==> config.mk <==
export PLATFORM = sky130hd
export DESIGN_NAME = hs32_regfile_flat
export DESIGN_NICKNAME = d
export VERILOG_FILES = /design/src/rtl/hs32_regfile_if.sv /design/src/rtl/hs32_regfile.sv /design/src/flat_wrapper.sv
export SDC_FILE = /design/constraint.sdc
export NUM_CORES = 1
export LEC_CHECK = 0
export ABC_AREA = 0
export CAP_MARGIN = 0
export CORE_UTILIZATION = 25
export CTS_CLUSTER_DIAMETER = 50
export CTS_CLUSTER_SIZE = 24
export DETAILED_ROUTE_END_ITERATION = 10
export PLACE_DENSITY_LB_ADDON = 0.2
export SETUP_SLACK_MARGIN = 0.3
export SLEW_MARGIN = 15
export SYNTH_ARGS = -nofsm -noshare
export SYNTH_HDL_FRONTEND = slang
export SYNTH_SLANG_ARGS = --single-unit
==> constraint.sdc <==
create_clock -name clk -period 8.07 [get_ports clk]
set_input_delay 1.614 -clock clk [delete_from_list [all_inputs] [get_ports clk]]
set_output_delay 1.614 -clock clk [all_outputs]
set_load 0.005 [all_outputs]
==> src/rtl/hs32_regfile_if.sv <==
// hs32_regfile_if
// Bundles the execute-stage write port, the two decode-stage read ports,
// the mode select and the busy flag of the hs32 register file.
//   mode_i                : 0 = user, 1 = supervisor
//   wp_addr_i/wp_data_i   : write address / data
//   wp_we1_i              : write into the bank selected by mode_i
//   wp_we2_i              : write into the user bank regardless of mode
//   rp1_addr_i/rp1_data_o : read port 1 (data one cycle after address)
//   rp2_addr_i/rp2_data_o : read port 2 (data one cycle after address)
//   busy_o                : high while the storage is being scrubbed
// master = the core side driving requests, slave = the register file.
interface hs32_regfile_if;
    logic        mode_i;
    logic [3:0]  wp_addr_i;
    logic [31:0] wp_data_i;
    logic        wp_we1_i;
    logic        wp_we2_i;
    logic [3:0]  rp1_addr_i;
    logic [31:0] rp1_data_o;
    logic [3:0]  rp2_addr_i;
    logic [31:0] rp2_data_o;
    logic        busy_o;

    modport master (
        output mode_i, wp_addr_i, wp_data_i, wp_we1_i, wp_we2_i,
        output rp1_addr_i, rp2_addr_i,
        input  rp1_data_o, rp2_data_o, busy_o
    );

    modport slave (
        input  mode_i, wp_addr_i, wp_data_i, wp_we1_i, wp_we2_i,
        input  rp1_addr_i, rp2_addr_i,
        output rp1_data_o, rp2_data_o, busy_o
    );
endinterface

==> src/rtl/hs32_regfile.sv <==
// hs32_regfile
// Architectural register file of the hs32 core: 16 x 32-bit registers,
// r12-r15 banked between user and supervisor mode (20 physical entries).
// One write per cycle, two registered reads per cycle with write-first
// bypass. The storage array has no reset; after reset a scrub sequencer
// writes zero to every entry while busy_o is high.
// Ports:
//   clk   : clock, all state changes on the rising edge
//   reset : synchronous, active-high
//   bus   : hs32_regfile_if.slave (write port, two read ports, mode, busy)
module hs32_regfile (
    input  logic              clk,
    input  logic              reset,
    hs32_regfile_if.slave     bus
);
    localparam int unsigned NUM_ENTRIES = 20;
    localparam logic [4:0]  LAST_ENTRY  = 5'd19;

    typedef enum logic {
        SCRUB = 1'b0,
        READY = 1'b1
    } state_t;

    state_t      state_reg;
    logic [4:0]  cnt_reg;
    logic        busy_reg;

    logic [31:0] mem [0:NUM_ENTRIES-1];

    logic        wr_en;
    logic [4:0]  wr_idx;
    logic [31:0] wr_data;

    // Architectural address + bank -> physical entry. Only r12-r15 are
    // banked; supervisor copies live in entries 16-19.
    function automatic logic [4:0] phys_idx(input logic [3:0] addr, input logic sup);
        if (sup && (addr >= 4'd12))
            return {1'b0, addr} + 5'd4;
        else
            return {1'b0, addr};
    endfunction

    // Scrub sequencer; busy is registered alongside the state.
    always_ff @(posedge clk) begin
        if (reset) begin
            state_reg <= SCRUB;
            cnt_reg   <= 5'd0;
            busy_reg  <= 1'b1;
        end else begin
            case (state_reg)
                SCRUB: begin
                    cnt_reg <= cnt_reg + 5'd1;
                    if (cnt_reg == LAST_ENTRY) begin
                        state_reg <= READY;
                        busy_reg  <= 1'b0;
                    end
                end
                READY: begin
                    state_reg <= READY;
                end
                default: begin
                    state_reg <= SCRUB;
                    cnt_reg   <= 5'd0;
                    busy_reg  <= 1'b1;
                end
            endcase
        end
    end

    // Single physical write port. Scrub owns it completely; otherwise we1
    // takes priority and a simultaneous we2 is dropped.
    always_comb begin
        wr_en   = 1'b0;
        wr_idx  = 5'd0;
        wr_data = 32'd0;
        if (!reset) begin
            if (state_reg == SCRUB) begin
                wr_en   = 1'b1;
                wr_idx  = cnt_reg;
                wr_data = 32'd0;
            end else if (bus.wp_we1_i) begin
                wr_en   = 1'b1;
                wr_idx  = phys_idx(bus.wp_addr_i, bus.mode_i);
                wr_data = bus.wp_data_i;
            end else if (bus.wp_we2_i) begin
                wr_en   = 1'b1;
                wr_idx  = phys_idx(bus.wp_addr_i, 1'b0);
                wr_data = bus.wp_data_i;
            end
        end
    end

    always_ff @(posedge clk) begin
        if (wr_en)
            mem[wr_idx] <= wr_data;
    end

    logic [3:0] rd_addr [2];
    assign rd_addr[0] = bus.rp1_addr_i;
    assign rd_addr[1] = bus.rp2_addr_i;

    // Two identical read ports. Both use the current mode for bank
    // selection; a write to the same physical entry at the same edge is
    // forwarded so the reader sees the new value.
    generate
        for (genvar gi = 0; gi < 2; gi++) begin : rd_port
            logic [4:0]  rd_idx;
            logic [31:0] data_reg;

            assign rd_idx = phys_idx(rd_addr[gi], bus.mode_i);

            always_ff @(posedge clk) begin
                if (reset || (state_reg == SCRUB))
                    data_reg <= 32'd0;
                else if (wr_en && (wr_idx == rd_idx))
                    data_reg <= wr_data;
                else
                    data_reg <= mem[rd_idx];
            end
        end
    endgenerate

    assign bus.rp1_data_o = rd_port[0].data_reg;
    assign bus.rp2_data_o = rd_port[1].data_reg;
    assign bus.busy_o     = busy_reg;
endmodule

==> src/flat_wrapper.sv <==
// flat-port wrapper written by rule: the top's interface ports become plain ports
module hs32_regfile_flat 
  (clk, reset, bus_mode_i, bus_wp_addr_i, bus_wp_data_i, bus_wp_we1_i, bus_wp_we2_i, bus_rp1_addr_i, bus_rp2_addr_i, bus_rp1_data_o, bus_rp2_data_o, bus_busy_o);
  hs32_regfile_if bus_i ();
  input  logic clk;
  input  logic reset;
  input wire logic [$bits(bus_i.mode_i)-1:0] bus_mode_i;
  input wire logic [$bits(bus_i.wp_addr_i)-1:0] bus_wp_addr_i;
  input wire logic [$bits(bus_i.wp_data_i)-1:0] bus_wp_data_i;
  input wire logic [$bits(bus_i.wp_we1_i)-1:0] bus_wp_we1_i;
  input wire logic [$bits(bus_i.wp_we2_i)-1:0] bus_wp_we2_i;
  input wire logic [$bits(bus_i.rp1_addr_i)-1:0] bus_rp1_addr_i;
  input wire logic [$bits(bus_i.rp2_addr_i)-1:0] bus_rp2_addr_i;
  output wire logic [$bits(bus_i.rp1_data_o)-1:0] bus_rp1_data_o;
  output wire logic [$bits(bus_i.rp2_data_o)-1:0] bus_rp2_data_o;
  output wire logic [$bits(bus_i.busy_o)-1:0] bus_busy_o;
  assign bus_i.mode_i = bus_mode_i;
  assign bus_i.wp_addr_i = bus_wp_addr_i;
  assign bus_i.wp_data_i = bus_wp_data_i;
  assign bus_i.wp_we1_i = bus_wp_we1_i;
  assign bus_i.wp_we2_i = bus_wp_we2_i;
  assign bus_i.rp1_addr_i = bus_rp1_addr_i;
  assign bus_i.rp2_addr_i = bus_rp2_addr_i;
  assign bus_rp1_data_o = bus_i.rp1_data_o;
  assign bus_rp2_data_o = bus_i.rp2_data_o;
  assign bus_busy_o = bus_i.busy_o;
  hs32_regfile u_core (.clk(clk), .reset(reset), .bus(bus_i));
endmodule
### Word-level counts from Yosys, hierarchy flattened

Memories as Yosys holds them, arrays and structs flattened. A register that Yosys moved wholly into a read port is not among the register bits.
Cells that the tools add are included.

* ROM bits: 0
* logic and storage cells: 37
* input bits: 49
* latch bits: 0
* bits in registers: 7
* memories: 1
* output and inout bits: 65
* bits in writable memories: 640

Memory list
* u_core.mem: depth 20, width 32, read ports 2, clocked after memory_dff 2, write ports 1, line hs32_regfile.sv:28 `logic [31:0] mem [0:NUM_ENTRIES-1];`

* muxes and demuxes: 19
* eq/ne operators: 1
* multiply operators: 0
* $lt $le $gt $ge: 3
* shifts and indexed selects: 0
* reduce and logical (&&, ||, !) cells: 5
* divide/modulo/power cells: 0
* $add $sub $neg: 4
* bitwise gates (word level): 1

Operators by type and width (count)
* $mux 32: 4
* $mux 5: 6
* $add 4x3->5 const B: 3
* $ge 4x4->1 const B: 3
* $mux 1: 7
* $add 5x1->5 const B: 1
* $eq 5x5->1 const B: 1
* $mux 4: 1
* $logic_and 1x1->1: 3
* $pmux 1 s2: 1
* $reduce_and 2->1: 1
* $logic_or 1x1->1: 1
* $not 1->1: 1

### Longest topological paths before layout

* word-level depth: 6
* gate-level depth with buffers: 10
* gate-level depth less buffers: 7

### Worst setup path after synthesis

No wires, ideal clock.

* kind: input -> register
* start: in bus_wp_addr_i[2]
* end: mem u_core.mem[12][0] (enable)
* data required time: 7.649 ns
* stages: 7
* setup time: 0.421 ns
* slack: 3.161 ns
* path buffers: 1
* arrival time: 4.488 ns
* cells stage by stage: ha_1 and4b_1 or4_4 and2_4 buf_6 or3_1 nor2_1

* longest elaborated chain between the ends: 6

Ends and longest elaborated chain
* start, declared: line flat_wrapper.sv:8 `input wire logic [$bits(bus_i.wp_addr_i)-1:0] bus_wp_addr_i;`
* $ge 4x4->1: line hs32_regfile.sv:37 `if (sup && (addr >= 4'd12))`
* $logic_and 1x1->1: line hs32_regfile.sv:37
* $mux 5: line hs32_regfile.sv:37
* $mux 5 (*): line hs32_regfile.sv:81 `end else if (bus.wp_we1_i) begin`
* $mux 5 (*): line hs32_regfile.sv:77 `if (state_reg == SCRUB) begin`
* $mux 5 (*): line hs32_regfile.sv:76 `if (!reset) begin`
* end, declared: line hs32_regfile.sv:28

Every way passes the cells marked *; elsewhere a longest branch is shown, timed or not.

### Worst setup path after layout

* start: in bus_rp2_addr_i[3]
* end: reg u_core.rd_port[1].data_reg[26], in the netlist u_core.bus.rp2_data_o[26], read port of u_core.mem

* longest elaborated chain between the ends: 3

Ends and longest elaborated chain
* start, declared: line flat_wrapper.sv:13 `input wire logic [$bits(bus_i.rp2_addr_i)-1:0] bus_rp2_addr_i;`
* $ge 4x4->1: line hs32_regfile.sv:37
* $logic_and 1x1->1: line hs32_regfile.sv:37
* $mux 5 (*): line hs32_regfile.sv:37
* end, declared: line hs32_regfile.sv:108 `logic [31:0] data_reg;`

Marks and branches as above.
A chain may end at the register's enable or synchronous reset.

==> summary.txt <==
Synth
  – Post-synth EDFFs: 640
  – Syn Area/Cell: 17.87 sq um
  – Cell variety after synth: 52
  – Register area share after synthesis: 63.63%
  – Asr flop ratio synth: 0%
  – Mapped Cells: 1815
  – YS warnings: 0
  – Net Count, Synth: 1868
  – Mapped Area: 32440 sq um
  – Synthesized flop and latch total: 711
  – Most common flop cell mapped by yosys: edfxtp_1

CTS
  – CTS tree: done
  – Post_cts resized: 0
  – CTS sink cnt: 711
  – CTS buffer count: 99
  – Root Buffer: clkbuf_16
  – Skew-Pair Late Insertion Delay: 680 ps
  – CTS clock-pin slew for the worst setup and hold paths: 60 ps
  – Total setup buffers inserted after CTS: 0
  – Htree depth: 3
  – CTS max path bufs: 3
  – Cts hold-fix bufs: 0

Placed design
  – IO Port Bufs: 113
  – Hpwl dp: 57930 microns
  – DP Cell Count: 3560
  – Routability cong.: 0.7216

GRT
  – Gr usage total: 15.54%
  – Initial antenna violation count: 1
  – Congestion Overflow GR: 0
  – Vias in the first global route: 19.92k
  – Largest net degree at the start of global routing: 145
  – First-pass GRT wire length: 145600 microns

Floorplan
  – Core Footprint: 128200 sq um
  – Chip Width: 362.2 microns
  – Die Area: 131200 sq um
  – Top Ports: 114
  – Initial Util: 25.31%
  – Cell row count: 131
  – Die Ht: 362.2 microns

Setup path
  – Buf/Inv on CP: 3
  – Critical Path Fanout Max: 35
  – Worst setup path class: in -> reg
  – Critical path's top delay family: buffers and inverters
  – Crit-path slowest cell: nand2_2
  – Worst Setup Start Kind: input port
  – WP data arrival: 5980 ps
  – CP peak stage delay: 650 ps
  – CP endpoint kind: flip-flop
  – Cells along the critical path: clkdlybuf4s50_1, ha_1, nand2_2, nand2_2, buf_4, nand2_1, xor2_1, nand4_4, buf_4, mux2_4
  – Required @ worst endpoint: 8620 ps

Power and ir drop
  – Pwr Density: 227.1 nW/um^2
  – P_leak: 0.01141 uW
  – Peak supply drop: 0.1529 mV

STA
  – Slew @ Worst Pin: 1146 ps
  – Setup TNS: 0 ps
  – Hold Violations, Final: 0
  – Final slew viol count: 0
  – Max-Slew Margin vs Limit: 23.11%
  – RSZ-0062 raised after global routing: false
  – Setup Skew: 21.52 ps
  – Fin crit period: 5432 ps
  – FMAX: 0.1841 GHz
  – Final setup vio count: 0
  – Fin crit share: 67.32%

Run status
  – Outcome: finished clean

Cells and area
  – Layout cells sized above 1: 30.26%
  – Ant. Diodes: 0
  – P&R area growth vs syn: 20.28%
  – Non-Filler Instances: 3748
  – Number of flip-flops under the largest register name: 640
  – Top reg by flops: u_core.mem
  – Fillers: 12.59k
  – NumNets Final: 1986
  – Fin util: 30.44%

Drt
  – Final ANT Viol Nets: 0
  – Final WL: 102000 microns
  – Drt via density: 4.911
  – DRT Pass-1 Iters: 5
  – Avg WL per Cell: 27.21 microns
  – DRT iter0 DRCs: 1310
  – Residual DRC: 0
  – Via Count: 18.41k

Job
  – Max Cap Viol: 0

Min path
  – Worst Hold Class: reg -> reg
[per-layer routing]
metal  GRT usage (%)  vias up  part of all wire, %
met5               0        -                    0
met4           4.509        0                  2.3
met3           3.932      130                  6.4
met2           25.19      529                   48
met1           20.44     9884                   43
li1                -     7864                    -
[stage by stage]
stage | worst slack (ps) | hold WS, ps | power, uW | instance area [sq um]
floorplan | 3161 | 460.1 | 4405 | 32440
global placement | 1829 | 460.2 | 4595 | 35660
detailed placement | 1950 | 463.1 | 4601 | 35660
CTS | 2702 | 470.9 | 8966 | 38990
global route | 2488 | 521.2 | 9141 | 39020
finish | 2638 | 467.8 | 8859 | 39020
[worst reg2reg max path, delay by kind of cell (launching register included)]
| family | cells | cell delay [ps] |
|---|---|---|
| buffers and inverters | 1 | 480 |
| flip-flops | 1 | 830 |
| AO/OA/AOI/OAI | 2 | 760 |
| AND/OR/NAND/NOR | 2 | 1350 |
[layout by cell type (no fill, tap or decap), types with 14 or more instances in the layout]
cell type	synthesis	routed
nor2_1	101	78
mux4_2	256	256
a211oi_1	64	64
mux2_4	30	30
clkdlybuf4s50_1	0	108
nor2b_1	35	34
clkinvlp_4	0	14
mux2i_1	100	100
nor3_1	33	33
nor2_4	0	23
dfxtp_1	71	71
edfxtp_1	640	640
a221oi_1	32	32
mux2_2	67	67
clkbuf_16	0	101
o22ai_1	64	64
a22o_1	32	32
o21ai_0	35	34
buf_4	1	43
and2_1	32	32
clkbuf_1	68	14
[synthesized netlist by cell type, types with 16 or more instances]
cell	instances	area (sq um)
edfxtp_1	640	19220
buf_1	16	60.06
dfxtp_1	71	1421
nor2b_1	35	219.0
nor3_1	33	165.2
o22ai_1	64	400.4
clkbuf_1	68	255.2
o21ai_0	35	175.2
a221oi_1	32	280.3
mux4_2	256	5766
mux2i_1	100	1001
mux2_2	67	754.5
buf_2	51	255.2
a211oi_1	64	480.5
nor2_1	101	379.1
a22o_1	32	280.3
mux2_4	30	450.4
and2_1	32	200.2
[path summary, 6_finish.rpt]
kind                     startpoint                   endpoint  slack [ps]  cells after the start
setup / recovery  bus_rp2_addr_i[3]  u_core.bus.rp2_data_o[26]        2640                     10
setup reg to reg   u_core.state_reg          u_core.mem[6][28]        4260                      5
hold / removal    u_core.bus.busy_o          u_core.bus.busy_o         470                      2
hold reg to reg   u_core.bus.busy_o          u_core.bus.busy_o         470                      2
[where the power goes]
group | switching [uW] | leakage [uW] | internal (uW)
combinational | 301 | 0.00405 | 207
clock | 1720 | 0.00160 | 2630
sequential | 13.6 | 0.00577 | 3990
[logic make-up after synthesis]
family,count (synthesis),share of synthesized area [%]
flip-flops,711,63.63
multiplexers,453,24.57
AND/OR/NAND/NOR,248,3.911
AO/OA/AOI/OAI,246,5.388
buffers and inverters,142,2.048
XOR/XNOR,11,0.2970
adder cells (fa/ha/maj),4,0.1543
[cell type report]
type	count	area [sq um]	share of cell area, %
inverters	1	3.754	0.009620
flip-flops and latches	711	20640	52.90
repair buffers	158	1526	3.912
clock buffers	124	2704	6.930
well taps	1729	2163	5.545
multi-input cells	962	11350	29.09
clock inverters	63	628.1	1.610
Power figures use the tool's default switching activity.
